[config.mk]
export PLATFORM = sky130hd
export DESIGN_NAME = vid_timing_rx
export DESIGN_NICKNAME = d
export VERILOG_FILES = /design/src/rtl/vid_timing_rx.sv
export SDC_FILE = /design/constraint.sdc
export NUM_CORES = 1
export LEC_CHECK = 0
export ABC_AREA = 1
export CAP_MARGIN = 20
export CORE_MARGIN = 1.5
export CORE_UTILIZATION = 30
export CTS_BUF_LIST = sky130_fd_sc_hd__clkbuf_16
export CTS_CLUSTER_SIZE = 40
export DETAILED_ROUTE_END_ITERATION = 8
export GPL_ROUTABILITY_DRIVEN = 0
export PLACE_DENSITY = 0.42
export SETUP_SLACK_MARGIN = 0.3
export SYNTH_ARGS = -nofsm -noshare
export SYNTH_HDL_FRONTEND = slang
export SYNTH_SLANG_ARGS = --single-unit
export TNS_END_PERCENT = 50
[constraint.sdc]
create_clock -name clk_i -period 3.8 [get_ports clk_i]
set_clock_uncertainty 0.2 [all_clocks]
set_input_delay 0.76 -clock clk_i [delete_from_list [all_inputs] [get_ports clk_i]]
set_output_delay 0.76 -clock clk_i [all_outputs]
set_load 0.02 [all_outputs]
[src/rtl/vid_timing_rx.sv]
// vid_timing_rx: measures an incoming raster (totals, active sizes, sync
// polarities) on the pixel clock, declares lock after a run of identical
// frames and reports format changes or loss of signal.
module vid_timing_rx #(
    parameter int CNT_W       = 12,
    parameter int LOCK_FRAMES = 3
) (
    input  logic             clk_i,
    input  logic             rst_i,
    input  logic             cen_i,
    input  logic [1:0]       vh_blank_i,
    input  logic [2:0]       dvh_sync_i,
    output logic [CNT_W-1:0] h_total_o,
    output logic [CNT_W-1:0] h_active_o,
    output logic [CNT_W-1:0] v_total_o,
    output logic [CNT_W-1:0] v_active_o,
    output logic             hs_pol_o,
    output logic             vs_pol_o,
    output logic             locked_o,
    output logic             frame_p_o,
    output logic             fmt_chg_p_o
);

    localparam logic [CNT_W-1:0] MAX    = '1;
    localparam logic [CNT_W-1:0] MAX_M1 = {{(CNT_W-1){1'b1}}, 1'b0};
    localparam logic [CNT_W-1:0] ONE    = CNT_W'(1);
    localparam logic [3:0]       LOCK_N = 4'(LOCK_FRAMES);

    typedef enum logic [1:0] {SEARCH, ACQUIRE, LOCKED} state_t;

    typedef struct packed {
        logic [CNT_W-1:0] h_tot;
        logic [CNT_W-1:0] h_act;
        logic [CNT_W-1:0] v_tot;
        logic [CNT_W-1:0] v_act;
        logic             hs_pol;
        logic             vs_pol;
    } rec_t;

    function automatic logic [CNT_W-1:0] sat_inc(input logic [CNT_W-1:0] v);
        return (v == MAX) ? v : v + ONE;
    endfunction

    // D_sync carries no timing information here
    logic unused_dsync;
    assign unused_dsync = dvh_sync_i[2];

    logic hs, vs, hb, vb, act_px;
    assign hs     = dvh_sync_i[0];
    assign vs     = dvh_sync_i[1];
    assign hb     = vh_blank_i[0];
    assign vb     = vh_blank_i[1];
    assign act_px = ~hb & ~vb;

    // measurement state
    logic             hs_q, vs_q;
    logic             pol_h, pol_v;       // inactive sync levels
    logic [CNT_W-1:0] hc, ha, vc, va;
    logic [CNT_W-1:0] line_len, ha_lat;
    logic             line_act;

    // control state
    state_t           state;
    logic [3:0]       match_cnt;
    rec_t             prev_rec, out_rec;

    logic             hle, vle, loss;
    rec_t             rec_now;
    logic [3:0]       match_nxt;

    // Edge detection, the record as it would close on this sample (line
    // closes first when HLE and VLE coincide) and the loss condition.
    always_comb begin
        hle            = cen_i & (hs_q == pol_h) & (hs != pol_h);
        vle            = cen_i & (vs_q == pol_v) & (vs != pol_v);
        rec_now.h_tot  = hle ? hc : line_len;
        rec_now.h_act  = hle ? ha : ha_lat;
        rec_now.v_tot  = hle ? sat_inc(vc) : vc;
        rec_now.v_act  = (hle && line_act) ? sat_inc(va) : va;
        rec_now.hs_pol = ~pol_h;
        rec_now.vs_pol = ~pol_v;
        // fires once, on the sample where a counter runs into all-ones
        loss           = cen_i & ((~hle & (hc == MAX_M1)) | (hle & (vc == MAX_M1)));
        match_nxt      = ((match_cnt == 4'd0) || (rec_now == prev_rec)) ?
                         match_cnt + 4'd1 : 4'd1;
    end

    // Pixel/line counters, line latches and polarity tracking
    always_ff @(posedge clk_i) begin
        if (rst_i) begin
            hs_q     <= 1'b0;
            vs_q     <= 1'b0;
            pol_h    <= 1'b0;
            pol_v    <= 1'b0;
            hc       <= '0;
            ha       <= '0;
            vc       <= '0;
            va       <= '0;
            line_len <= '0;
            ha_lat   <= '0;
            line_act <= 1'b0;
        end else if (cen_i) begin
            hs_q <= hs;
            vs_q <= vs;
            if (act_px) begin
                pol_h <= hs;
                pol_v <= vs;
            end
            if (hle) begin
                hc       <= ONE;
                line_len <= hc;
                ha_lat   <= ha;
                ha       <= hb ? '0 : ONE;
                line_act <= act_px;
            end else begin
                hc <= sat_inc(hc);
                if (!hb)
                    ha <= sat_inc(ha);
                if (act_px)
                    line_act <= 1'b1;
            end
            vc <= vle ? '0 : rec_now.v_tot;
            va <= vle ? '0 : rec_now.v_act;
        end
    end

    // Lock state machine with registered outputs and one-cycle pulses
    always_ff @(posedge clk_i) begin
        if (rst_i) begin
            state       <= SEARCH;
            match_cnt   <= 4'd0;
            prev_rec    <= '0;
            out_rec     <= '0;
            locked_o    <= 1'b0;
            frame_p_o   <= 1'b0;
            fmt_chg_p_o <= 1'b0;
        end else begin
            frame_p_o   <= 1'b0;
            fmt_chg_p_o <= 1'b0;
            if (loss) begin
                fmt_chg_p_o <= (state == LOCKED);
                state       <= SEARCH;
                match_cnt   <= 4'd0;
                out_rec     <= '0;
                locked_o    <= 1'b0;
            end else if (vle) begin
                case (state)
                    SEARCH: begin
                        // partial frame before this edge is not measured
                        state     <= ACQUIRE;
                        match_cnt <= 4'd0;
                    end
                    ACQUIRE: begin
                        prev_rec  <= rec_now;
                        frame_p_o <= 1'b1;
                        match_cnt <= match_nxt;
                        if (match_nxt >= LOCK_N) begin
                            state    <= LOCKED;
                            out_rec  <= rec_now;
                            locked_o <= 1'b1;
                        end
                    end
                    LOCKED: begin
                        frame_p_o <= 1'b1;
                        if (rec_now != prev_rec) begin
                            // outputs keep the last good format while reacquiring
                            state       <= ACQUIRE;
                            match_cnt   <= 4'd1;
                            prev_rec    <= rec_now;
                            locked_o    <= 1'b0;
                            fmt_chg_p_o <= 1'b1;
                        end
                    end
                    default: state <= SEARCH;
                endcase
            end
        end
    end

    assign h_total_o  = out_rec.h_tot;
    assign h_active_o = out_rec.h_act;
    assign v_total_o  = out_rec.v_tot;
    assign v_active_o = out_rec.v_act;
    assign hs_pol_o   = out_rec.hs_pol;
    assign vs_pol_o   = out_rec.vs_pol;

endmodule

# == Word-level counts from Yosys, hierarchy flattened ==
# Cells that the tools add are included.
# totals
word_cells,120
latch_bits,0
inputBits,8
out_inout_bits,53
memories,0
mem_bits_rw,0
rom_bits,0
register_bits,186
# op_classes
mul,0
div,0
bitwise_logic,16
magnitude_cmp,1
shift,0
muxes,32
add_sub_neg,5
reduce_logical,19
n_eq_ne,19
# op_table
operator,count
12-bit 2-to-1 mux,13
50-bit one-hot mux with 2 select lines,1
"12-bit == test, second input constant",6
50-bit == test,1
50-bit 2-to-1 mux,1
50-bit inequality test,1
"12-bit by 1-bit adder with 12-bit output, second input constant",4
4-bit one-hot mux with 3 select lines,1
3-bit AND reduction,4
1-bit 2-to-1 mux,10
1-bit AND,8
4-bit 2-to-1 mux,2
4-bit AND reduction,2
1-bit inverter,7
"2-bit inequality test, second input constant",3
2-bit one-hot mux with 3 select lines,1
2-bit AND reduction,3
"4-bit by 1-bit adder with 4-bit output, second input constant",1
"4-bit by 2-bit >= comparator with 1-bit output, second input constant",1
4-bit zero test,1
2-bit 2-to-1 mux,2
"2-bit by 1-bit inequality test with 1-bit output, second input constant",2
2-bit nonzero test,2
2-bit OR reduction,2
other kinds (11),13

# == Longest topological paths before layout ==
# depth
ltp_word,11
mapped_depth,24
depth_no_buf,23

# == Worst setup path after synthesis ==
# OpenSTA, ideal clock, no wires.
# synth_path
path_kind,in2reg
startpoint,input port cen_i
endpoint,"register out_rec, in the netlist v_total_o[4]"
arrival_time_ps,2797
cell_stages,22
required_ps,3484
setup_ps,116
path_buffers,2
setup_slack_ps,687
path_cell_list,inv_2 nor2_1 nand2_2 nand2_4 buf_6 o21ai_0 inv_1 nand2_1 nand2_1 nor2_1 nand2_1 nor2_1 nand2_1 nor2_1 nand3_2 nand2_2 nand3_2 nand2_4 nand2_4 buf_6 o21ai_0 nor2_1
# synth_between
elab_chain_cells,9
word_cells_on_any_way,20
classes_between,1 x order compare; 1 x eq/ne; 5 x mux; 9 x bitwise; 4 x reduce/logical
# synth_lines
item,line_no,rtl
from (decl),10,"input logic cen_i,"
1-bit AND (2 in a row),74,hle = cen_i & (hs_q == pol_h) & (hs != pol_h);
1-bit logical AND,79,rec_now.v_act = (hle && line_act) ? sat_inc(va) : va;
12-bit 2-to-1 mux,79,
50-bit == test,84,match_nxt = ((match_cnt == 4'd0) || (rec_now == prev_rec)) ?
1-bit logical OR,84,
4-bit 2-to-1 mux,84,
4-bit by 2-bit >= comparator with 1-bit output,157,if (match_nxt >= LOCK_N) begin
3-bit AND reduction (no line),--,
to (signal assigned),159,out_rec <= rec_now;
to (decl),65,"rec_t prev_rec, out_rec;"
# Several ways; a longest one is shown, not always the timed one.
# A chain may end at the register's enable or synchronous reset.

# == Worst setup path in the final report ==
# layout_path
startpoint,input port cen_i
endpoint,"register out_rec, in the netlist h_total_o[5]"
# Same word-level chain as after synthesis.

==> results.ini <==
[clock_tree]
clock_latency_ps = 450
htreeDepth = 4
cts_buffers = 17
root_buffer = clkbuf_16
clockBufferDepth = 2
clk_pin_slew_ps = 70
clkSinkCount = 186
cts_tree = done

[floorplan]
initial_core_util_pct = 30.8
die_y_um = 184
io_pins = 61
rows = 65
dieArea_um2 = 33700
chipWidth_um = 184
core_area_um2 = 31800

[setup_path]
reg2reg_slack_ps = 510
cp_data_required_time_ps = 3930
worst-setup-path-type = in -> reg
crit_fanout = 9
cp.arrival_ps = 3460
start_kind = primary input
cp-end-kind = flip-flop

[detailed_routing]
first_iter_violations = 515
dr.pass1.iters = 5
via_per_inst = 4.59
drcViolationCount = 0
ant_nets = 0
wirelength_mm = 34.1
vias = 10160
wl_per_cell_um = 15.4

[logic_synthesis]
ys_seq_area_share_pct = 38.0
synthArstFlopShare_pct = 0
ys_ff_latch = 186
yosys.cell_types.count = 38
yosysTopAreaCell = dfxtp_1
syn_nets = 1525
syn_area_um2 = 9790
netlist_instances = 1504
yosysWarnings = 0
synth_flop_cell = dfxtp_1
synth_top_area_share_pct = 38.0
synth_edf_count = 0
syn_area_per_cell_um2 = 6.51
yosys-top-cells-area = dfxtp_1, nand2_1, nor2_1, inv_1, o21ai_0

[cells_and_area]
fillCellCount = 3419
multi_input_area_um2 = 5140
fin_util_pct = 42.1
syn_to_final_growth_pct = 36.9
layout.cells.non_filler = 2215
nets = 1789
final-seq-area_um2 = 3730
n_antenna_cell = 0
drive_above_1_share_pct = 20.2

[power_and_ir_drop]
pwr_density_cell_nw_per_um2 = 357
switching_share_pct = 29.5
p_int_mw = 3.37
p_leak_nw = 6.05
p_comb_share_pct = 18.9
ir_drop_uv = 351
power_frac_seq_pct = 42.9
p_switching_mw = 1.41
clkPwrFrac_pct = 38.2

[run_status]
status = completed

[global_routing]
met3_usage_pct = 3.43
grt_overflow = 0
use_met2_pct = 38.4
grt_pass1_vias = 10073
grt.total_usage_pct = 21.1
grt.met1_usage_pct = 24.9
grt_max_degree = 73
grt.busiest_layer = met2
antenna_found_initial = 0
grt_pass1_wl_mm = 54.4

[placement]
dp_cells = 2146
io_buffer_count = 59
dpl.hpwl_mm = 25.0

[sta]
hold_viol_final = 0
rsz0062_at_grt = yes
worstMarginPinSlew_ps = 944
setup_violations = 0
slew_viol_final = 0
min_period_ps = 3330
max_freq_mhz = 300
post-route-period-util_pct = 87.7
relSlewSlack_pct = 37.0

[flow_run]
drv_cap = 0

[min_path]
hp-class = reg -> reg

==> worst max-delay path: stages <==
cell and delay, ps:
clkbuf_2 100, inv_2 100, nor2_2 50, nand2_2 120, nand2_8 120, buf_12 150, buf_16 140, buf_4 130
o21ai_2 160, xor2_1 200, nand2_1 110, nor2_4 130, nand3_2 110, nor2_4 110, nand3_2 130, nand2_4 120
nand3_4 80, nand2_4 120, nand2_8 130, clkbuf_16 200, o21ai_1 130, nor2_1 50
==> state kept, by name, indices dropped and copies added (netlist names), 2 cells and up <==
name	flops
vc	12
h_active_o	12
v_active_o	12
ha	12
hc	12
ha_lat	12
prev_rec	50
state	2
v_total_o	12
match_cnt	4
h_total_o	12
va	12
line_len	12
==> synthesized netlist by cell type (5+ instances only) <==
cell and instances:
a21oi_1 91, o21ai_2 6, buf_2 16, o21ai_1 15, a211oi_1 27, nor2_1 219, clkbuf_1 17, o21ai_0 95
nor3_1 41, nand2_1 402, xor2_1 6, nand2_2 5, buf_6 13, nand3_1 88, nand3_2 6, ha_1 13
dfxtp_1 186, inv_1 190, a31oi_1 6, nand4_1 21
==> layer usage <==
layer	wire length [um]	share of wire, %
met2	17500	51
met5	0	0
met4	920	2.7
met3	802	2.3
met1	14900	44
==> stage by stage <==
stage               worst slack [ps]  TNS (ps)  area, um^2  hold slack (ps)  power (mW)
floorplan                        687         0        9790              236        2.53
global placement                -396    -31140       12200              250        2.93
detailed placement              -425    -33410       12200              257        2.93
CTS                              315         0       13200              269        4.84
global route                     254         0       13400              289        5.03
finish                           468         0       13400              269        4.78
==> cell families after synthesis <==
kind of cell / after synthesis / share of synthesized area, %
AOI/OAI and AO/OA: 245 / 13.7
and+or+nand+nor: 800 / 34.1
adders and majority gates: 13 / 1.66
buffers and inverters: 251 / 11.7
xor gates and xnor gates: 9 / 0.805
DFF: 186 / 38.0
==> cells in the final DEF (no fill, tap or decap), types with 10 or more instances in the layout <==
cell type,n
nand3_2,10
nand2_1,384
nor3_1,41
buf_4,226
nand2_2,21
ha_1,11
a21oi_1,91
inv_1,189
clkdlybuf4s50_1,56
nand4_1,21
o21ai_0,76
o21ai_1,26
nor2_2,12
dfxtp_1,181
a211oi_1,27
buf_12,10
o21ai_2,13
nand3_1,82
nor2_1,205
clkbuf_16,19
==> power groups by stage <==
stage          Combinational (mW)  Sequential, mW  Clock [mW]
5_1_grt                      1.01            2.06        1.96
2_1_floorplan               0.442            2.09           0
3_5_place_dp                0.834            2.09           0
4_1_cts                     0.898            2.05        1.89
6_report                    0.904            2.05        1.83
3_3_place_gp                0.834            2.09           0
==> timing repair <==
| item | in CTS | in global routing |
|---|---|---|
| setup buffers | 27 | 3 |
| cloned | 5 | 3 |
| pin swaps | 5 | 14 |
| endpoints found under the setup margin | 107 | 108 |
| resized for setup | 40 | 57 |
| hold buffers | 0 | 0 |
==> area by class of cell <==
type | instances | area share (%)
Sequential cell | 186 | 27.8
Multi-Input combinational cell | 1067 | 38.4
Clock buffer | 17 | 3.18
Tap cell | 435 | 4.06
Timing Repair Buffer | 303 | 20.0
Clock inverter | 14 | 1.11
Inverter | 193 | 5.41
==> path summary, 6_finish.rpt <==
check | start | endpoint | cells past startpoint
max | cen_i | h_total_o[5]$_SDFFE_PP0P_ | 22
min | prev_rec[0]$_SDFFE_PP0P_ | prev_rec[0]$_SDFFE_PP0P_ | 2
max reg2reg | va[0]$_SDFFE_PP0P_ | h_total_o[5]$_SDFFE_PP0P_ | 22
min reg2reg | prev_rec[0]$_SDFFE_PP0P_ | prev_rec[0]$_SDFFE_PP0P_ | 2
No activity file was read; power rests on OpenSTA's default activity.
